==> config.mk <==
export PLATFORM = sky130hd
export DESIGN_NAME = ps2_xmt
export DESIGN_NICKNAME = d
export VERILOG_FILES = /design/src/rtl/ps2_xmt.sv
export SDC_FILE = /design/constraint.sdc
export NUM_CORES = 1
export LEC_CHECK = 0
export CAP_MARGIN = 20
export CORE_ASPECT_RATIO = 0.7
export CORE_MARGIN = 8
export CORE_UTILIZATION = 43
export DETAILED_ROUTE_END_ITERATION = 10
export GPL_TIMING_DRIVEN = 0
export PLACE_DENSITY = 0.81
export SLEW_MARGIN = 0
export SYNTH_ARGS = -nofsm -noshare
export SYNTH_HDL_FRONTEND = slang
export SYNTH_SLANG_ARGS = --single-unit
==> constraint.sdc <==
create_clock -name clk -period 2.1 [get_ports clk]
set_input_delay 0.525 -clock clk [delete_from_list [all_inputs] [get_ports clk]]
set_output_delay 0.525 -clock clk [all_outputs]
set_load 0.02 [all_outputs]
==> src/rtl/ps2_xmt.sv <==
// PS/2 host-to-device transmitter: bus-programmable command byte, clock inhibit,
// request-to-send, bit shifting on device clock falling edges and ack sampling.
module ps2_xmt #(
  parameter int INHIBIT_CYCLES = 5000,
  parameter int TIMEOUT_CYCLES = 750000
) (
  input  logic        clk,
  input  logic        rst,
  input  logic        stb,
  input  logic        we,
  input  logic        addr,
  input  logic [31:0] data_in,
  output logic [31:0] data_out,
  output logic        ack,
  output logic        irq,
  input  logic        ps2_clk_in,
  input  logic        ps2_data_in,
  output logic        ps2_clk_drv,
  output logic        ps2_data_drv
);

  localparam int CNT_MAX = (TIMEOUT_CYCLES > INHIBIT_CYCLES) ? TIMEOUT_CYCLES : INHIBIT_CYCLES;
  localparam int CNT_W   = $clog2(CNT_MAX + 1);
  localparam logic [CNT_W-1:0] INH_LAST = CNT_W'(INHIBIT_CYCLES - 1);
  localparam logic [CNT_W-1:0] TO_LAST  = CNT_W'(TIMEOUT_CYCLES - 1);

  typedef enum logic [2:0] {
    ST_IDLE    = 3'd0,
    ST_INHIBIT = 3'd1,
    ST_REQ     = 3'd2,
    ST_SHIFT   = 3'd3,
    ST_ACK     = 3'd4,
    ST_RECOVER = 3'd5
  } state_t;

  state_t           r_state, w_state_nxt;
  logic [CNT_W-1:0] r_cnt, w_cnt_nxt;
  logic [3:0]       r_bit, w_bit_nxt;
  logic [7:0]       r_byte, w_byte_nxt;
  logic             r_done, w_done_nxt;
  logic             r_err, w_err_nxt;
  logic             r_ien, w_ien_nxt;
  logic             r_clk_drv, w_clk_drv_nxt;
  logic             r_data_drv, w_data_drv_nxt;
  logic             r_irq;
  logic [1:0]       r_clk_sync, r_data_sync;
  logic             r_clk_prev;
  logic             w_fall, w_busy, w_wr0, w_wr1;
  logic [15:0]      w_frame;
  logic [23:0]      w_unused_bits;

  function automatic logic odd_parity(input logic [7:0] b);
    return ~^b;
  endfunction

  assign ack           = stb;
  assign irq           = r_irq;
  assign ps2_clk_drv   = r_clk_drv;
  assign ps2_data_drv  = r_data_drv;
  assign w_busy        = (r_state != ST_IDLE);
  assign w_fall        = r_clk_prev & ~r_clk_sync[1];
  assign w_wr0         = stb & we & ~addr;
  assign w_wr1         = stb & we & addr;
  assign w_frame       = {6'd0, 1'b1, odd_parity(r_byte), r_byte};
  assign w_unused_bits = data_in[31:8];

  // Bus read mux, zero wait state.
  always_comb begin
    data_out = 32'd0;
    if (stb && !we) begin
      if (addr) begin
        data_out = {28'd0, r_ien, r_err, r_done, w_busy};
      end else begin
        data_out = {24'd0, r_byte};
      end
    end else begin
      data_out = 32'd0;
    end
  end

  // Next-state logic; the FSM section follows the bus section so status sets win over clears.
  always_comb begin
    w_state_nxt    = r_state;
    w_cnt_nxt      = r_cnt;
    w_bit_nxt      = r_bit;
    w_byte_nxt     = r_byte;
    w_done_nxt     = r_done;
    w_err_nxt      = r_err;
    w_ien_nxt      = r_ien;
    w_clk_drv_nxt  = 1'b0;
    w_data_drv_nxt = r_data_drv;

    if (w_wr1) begin
      w_ien_nxt = data_in[3];
      if (data_in[1]) begin
        w_done_nxt = 1'b0;
        w_err_nxt  = 1'b0;
      end else begin
        w_done_nxt = r_done;
      end
    end else begin
      w_ien_nxt = r_ien;
    end

    case (r_state)
      ST_IDLE: begin
        w_data_drv_nxt = 1'b0;
        if (w_wr0) begin
          w_byte_nxt    = data_in[7:0];
          w_done_nxt    = 1'b0;
          w_err_nxt     = 1'b0;
          w_cnt_nxt     = {CNT_W{1'b0}};
          w_clk_drv_nxt = 1'b1;
          w_state_nxt   = ST_INHIBIT;
        end else begin
          w_state_nxt = ST_IDLE;
        end
      end
      ST_INHIBIT: begin
        if (r_cnt == INH_LAST) begin
          w_cnt_nxt      = {CNT_W{1'b0}};
          w_bit_nxt      = 4'd0;
          w_data_drv_nxt = 1'b1;
          w_state_nxt    = ST_REQ;
        end else begin
          w_cnt_nxt     = r_cnt + CNT_W'(1);
          w_clk_drv_nxt = 1'b1;
        end
      end
      ST_REQ, ST_SHIFT, ST_ACK: begin
        if (r_cnt == TO_LAST) begin
          w_err_nxt      = 1'b1;
          w_data_drv_nxt = 1'b0;
          w_state_nxt    = ST_IDLE;
        end else begin
          w_cnt_nxt = r_cnt + CNT_W'(1);
          if (w_fall) begin
            w_bit_nxt = r_bit + 4'd1;
            if (r_state == ST_ACK) begin
              // Edge 11: device pulls data low to acknowledge.
              if (r_data_sync[1]) begin
                w_err_nxt = 1'b1;
              end else begin
                w_done_nxt = 1'b1;
              end
              w_data_drv_nxt = 1'b0;
              w_state_nxt    = ST_RECOVER;
            end else begin
              w_data_drv_nxt = ~w_frame[r_bit];
              w_state_nxt    = (r_bit == 4'd9) ? ST_ACK : ST_SHIFT;
            end
          end else begin
            w_bit_nxt = r_bit;
          end
        end
      end
      ST_RECOVER: begin
        w_data_drv_nxt = 1'b0;
        if (r_clk_sync[1] && r_data_sync[1]) begin
          w_state_nxt = ST_IDLE;
        end else begin
          w_state_nxt = ST_RECOVER;
        end
      end
      default: begin
        w_data_drv_nxt = 1'b0;
        w_state_nxt    = ST_IDLE;
      end
    endcase
  end

  // State, status, line drivers and input synchronisers.
  always_ff @(posedge clk) begin
    if (rst) begin
      r_state     <= ST_IDLE;
      r_cnt       <= {CNT_W{1'b0}};
      r_bit       <= 4'd0;
      r_byte      <= 8'd0;
      r_done      <= 1'b0;
      r_err       <= 1'b0;
      r_ien       <= 1'b0;
      r_clk_drv   <= 1'b0;
      r_data_drv  <= 1'b0;
      r_irq       <= 1'b0;
      r_clk_sync  <= 2'b11;
      r_data_sync <= 2'b11;
      r_clk_prev  <= 1'b1;
    end else begin
      r_state     <= w_state_nxt;
      r_cnt       <= w_cnt_nxt;
      r_bit       <= w_bit_nxt;
      r_byte      <= w_byte_nxt;
      r_done      <= w_done_nxt;
      r_err       <= w_err_nxt;
      r_ien       <= w_ien_nxt;
      r_clk_drv   <= w_clk_drv_nxt;
      r_data_drv  <= w_data_drv_nxt;
      r_irq       <= w_ien_nxt & (w_done_nxt | w_err_nxt);
      r_clk_sync  <= {r_clk_sync[0], ps2_clk_in};
      r_data_sync <= {r_data_sync[0], ps2_data_in};
      r_clk_prev  <= r_clk_sync[1];
    end
  end

endmodule
==> out/summary.txt, run 1 <==
DRC viols -> 0
Fin crit share -> 102%
Clock tree buffer depth -> 2
Post-synth EDFFs -> 0
Vias per inst -> 5.26
Ys async rst share -> 0%
CTS tree -> yes
Flop pwr share -> 36.9%
Final max-slew violation count -> 0
# hold bufs at CTS -> 0
Status -> complete, but fails checks
Synth Area in Adders -> 1.48%
Critical Path RT -> 2.29 ns
DIE HEIGHT -> 80.2 um
Synth Area in XOR/XNOR -> 9.33%
I/O pin cnt -> 75
Layout area overhead -> 27.5%
Vias in the first global route -> 2004
Yosys cell types -> 51
Ratio of cells with drive above 1 in the final layout -> 24.0%
Row cnt -> 23
Post-DR wirelength/cell -> 14.7 um
Starting Density -> 44.5%
Pin count of the biggest net entering global routing -> 15
Final worst setup slack -> -0.0493 ns
Slew @ Worst Pin -> 0.710 ns
Max-Cap Viols -> 0
PD cells -> 858 mW/mm^2
Synth Area in Compound Gates -> 10.7%
Die area -> 0.00864 mm^2
Worst vdd ir -> 0.521 mV
Number of routed nets with antenna violations -> 0
Clock Skew -> 0.00355 ns
Sw Ratio -> 38.6%
Crit-path max FO -> 6
Clk root buf -> clkbuf_8
Fin Hold WS -> 0.416 ns
First-pass GRT wire length -> 9.79 mm
Leakage -> 1.25 nW
Synth Area per Inst -> 8.47 um^2
Worst setup SP type -> register
Crit path DAT -> 2.34 ns
Mapped Area -> 0.00253 mm^2
Clk sink count -> 46
Gate power share -> 43.8%
Prevailing post-synth register cell -> dfxtp_1
Total negative slack -> -0.229 ns
DP HPWL -> 4.46 mm
Routed wire length -> 6.45 mm
Mux cell area share after synthesis -> 3.26%
Tmin final -> 2.15 ns
Via count -> 2306
Core area -> 0.00570 mm^2
CTS H-tree lvls -> 2
Endpoints failing setup -> 18
Finished Core Util -> 56.7%
1st-iter DRT viols -> 217
CTS Buf Count -> 5
Die width -> 108 um
Synth Area in Simple Gates -> 29.4%
Worst setup EP type -> register
Final net count -> 404
Yosys reg bits -> 46
Main combinational cell family by area after synthesis -> simple AND/OR/NAND/NOR gates
Tot GR Track Use -> 14.0%
Hold/Removal Path Class -> register to register
Final Hold Fails -> 0
Worst slew margin -> 52.6%
N_diodes -> 0
Initial antenna violation count -> 0
Drt pass-1 iters -> 5
Switching power -> 1.07 mW
Total gr overflow -> 0
Synth area leader -> dfxtp_1
Ranking of synthesized cells by area -> dfxtp_1 (36%), buf_4 (7.4%), xnor2_1 (5.5%)
Worst skew pair latency -> 0.30 ns
Clock-pin slew on the worst setup and hold paths -> 0.08 ns
Port-buffer cells -> 24
Max Clock Freq -> 465 MHz
WS Path Type -> register to register
Unrepaired setup endpoints after global routing -> true
Violated checks -> negative setup slack
Post-synthesis instance total -> 299
Sequential fraction of the synthesis area -> 36.3%
Post-Place Cell Area -> 0.00295 mm^2
Clock power share -> 19.3%
Yosys warns -> 0
Final design area excluding fillers -> 0.00323 mm^2
GP Congestion -> 0.845
Post-synth top area share -> 36.3%
Internal Power -> 1.70 mW
power groups by stage:
| stage | Clock (mW) | Combinational [mW] | Sequential, mW |
|---|---|---|---|
| finish | 0.535 | 1.21 | 1.02 |
| global route | 0.579 | 1.29 | 1.03 |
| CTS | 0.546 | 0.993 | 1.01 |
| detailed placement | 0 | 0.925 | 1.03 |
| global placement | 0 | 0.913 | 1.02 |
| floorplan | 0 | 0.701 | 1.02 |
metrics by stage:
stage | std cells | setup slack [ns] | power [mW]
after floorplan | 322 | 0.0475 | 1.73
after CTS | 431 | 0.00453 | 2.55
after global placement | 421 | -0.681 | 1.94
after detailed placement | 421 | -0.739 | 1.95
after global routing | 438 | -0.128 | 2.90
final | 438 | -0.0493 | 2.77
Yosys cell counts (3+ instances only):
cell       n
dfxtp_1   46
nor2_1    37
nand2_1   31
buf_4     25
xnor2_1   16
a21oi_1   14
nor3_1    11
xor2_1    11
nand3_1   10
nand4_1    7
mux2i_1    6
or2_2      6
nand2b_1   5
and2_1     4
and3_1     4
clkbuf_1   4
nor2b_1    4
nor4_1     4
o21ai_0    4
a311oi_1   3
buf_2      3
ha_1       3
nand4b_1   3
nor3b_1    3
area by class of cell:
type	instances	area (um^2)
inverters	2	7.51
plain buffers	33	229
multi-input cells	241	1580
clock inverters	2	13.8
clock buffers	6	72.6
well taps	75	93.8
fillers	504	2470
flip-flops and latches	46	926
repair buffers	33	303
final timing paths:
path | start | end | slack, ns | depth (start not counted)
max | r_cnt[11]$_SDFFE_PP0P_ | r_state[0]$_SDFFE_PP0P_ | -0.05 | 6
min | r_data_sync[0]$_SDFF_PP1_ | r_data_sync[1]$_SDFF_PP1_ | 0.42 | 1
max reg2reg | r_cnt[11]$_SDFFE_PP0P_ | r_state[0]$_SDFFE_PP0P_ | -0.05 | 6
min reg2reg | r_data_sync[0]$_SDFF_PP1_ | r_data_sync[1]$_SDFF_PP1_ | 0.42 | 1
kinds of logic (layout without fill, tap and decap cells):
kind of cell | after synthesis | in the layout
simple gates | 142 | 142
fa+ha+maj | 3 | 3
other cells | 1 | 24
mux | 7 | 7
flops | 46 | 46
buf+inv | 35 | 76
compound gates | 38 | 38
xor+xnor | 27 | 27
critical path, stage by stage (launching register included):
cell and delay, ns:
dfxtp_4 0.36, or4_4 0.54, nor4_4 0.32, a21bo_1 0.23
a21boi_4 0.28, and4_4 0.26, nor3_2 0.05
state kept, by name (all words and copies together) (netlist names):
signal	flops
irq	1
ps2_clk_drv	1
ps2_data_drv	1
r_bit	4
r_byte	8
r_clk_prev	1
r_clk_sync	2
r_cnt	20
r_data_sync	2
r_done	1
r_err	1
r_ien	1
r_state	3
routing by layer:
| metal | share of wire [%] | track usage, % |
|---|---|---|
| met1 | 46 | 18.7 |
| met2 | 43 | 21.4 |
| met3 | 7.7 | 3.52 |
| met4 | 3.0 | 4.83 |
| met5 | 0 | 0 |
placed cells by master (no fill, tap or decap), types with 5 or more instances in the layout:
cell             instances
conb_1                  24
clkbuf_8                 5
clkbuf_1                 5
nor3_1                   9
nand2_1                 28
nand3_1                  9
nand4_1                  7
mux2i_1                  6
or2_2                    6
a21oi_1                 14
buf_4                   31
clkdlybuf4s50_1         14
dfxtp_1                 44
nor2_2                   6
buf_2                    6
nor2_1                  32
xnor2_1                 16
xor2_1                  11
repair_timing:
action                     4_1_cts  5_1_grt
pin swaps                        3       14
setup buffers                    2        6
setup endpoints to repair       40       26
gates resized for setup         38       21
cloned                           0        1
Power figures use the tool's default switching activity.
==> inputs of run 2 (changes only) <==
- SLEW_MARGIN: 0 -> 20
==> results of run 2 <==
No change in the layout: final DEF, timing and power equal those of run 1.
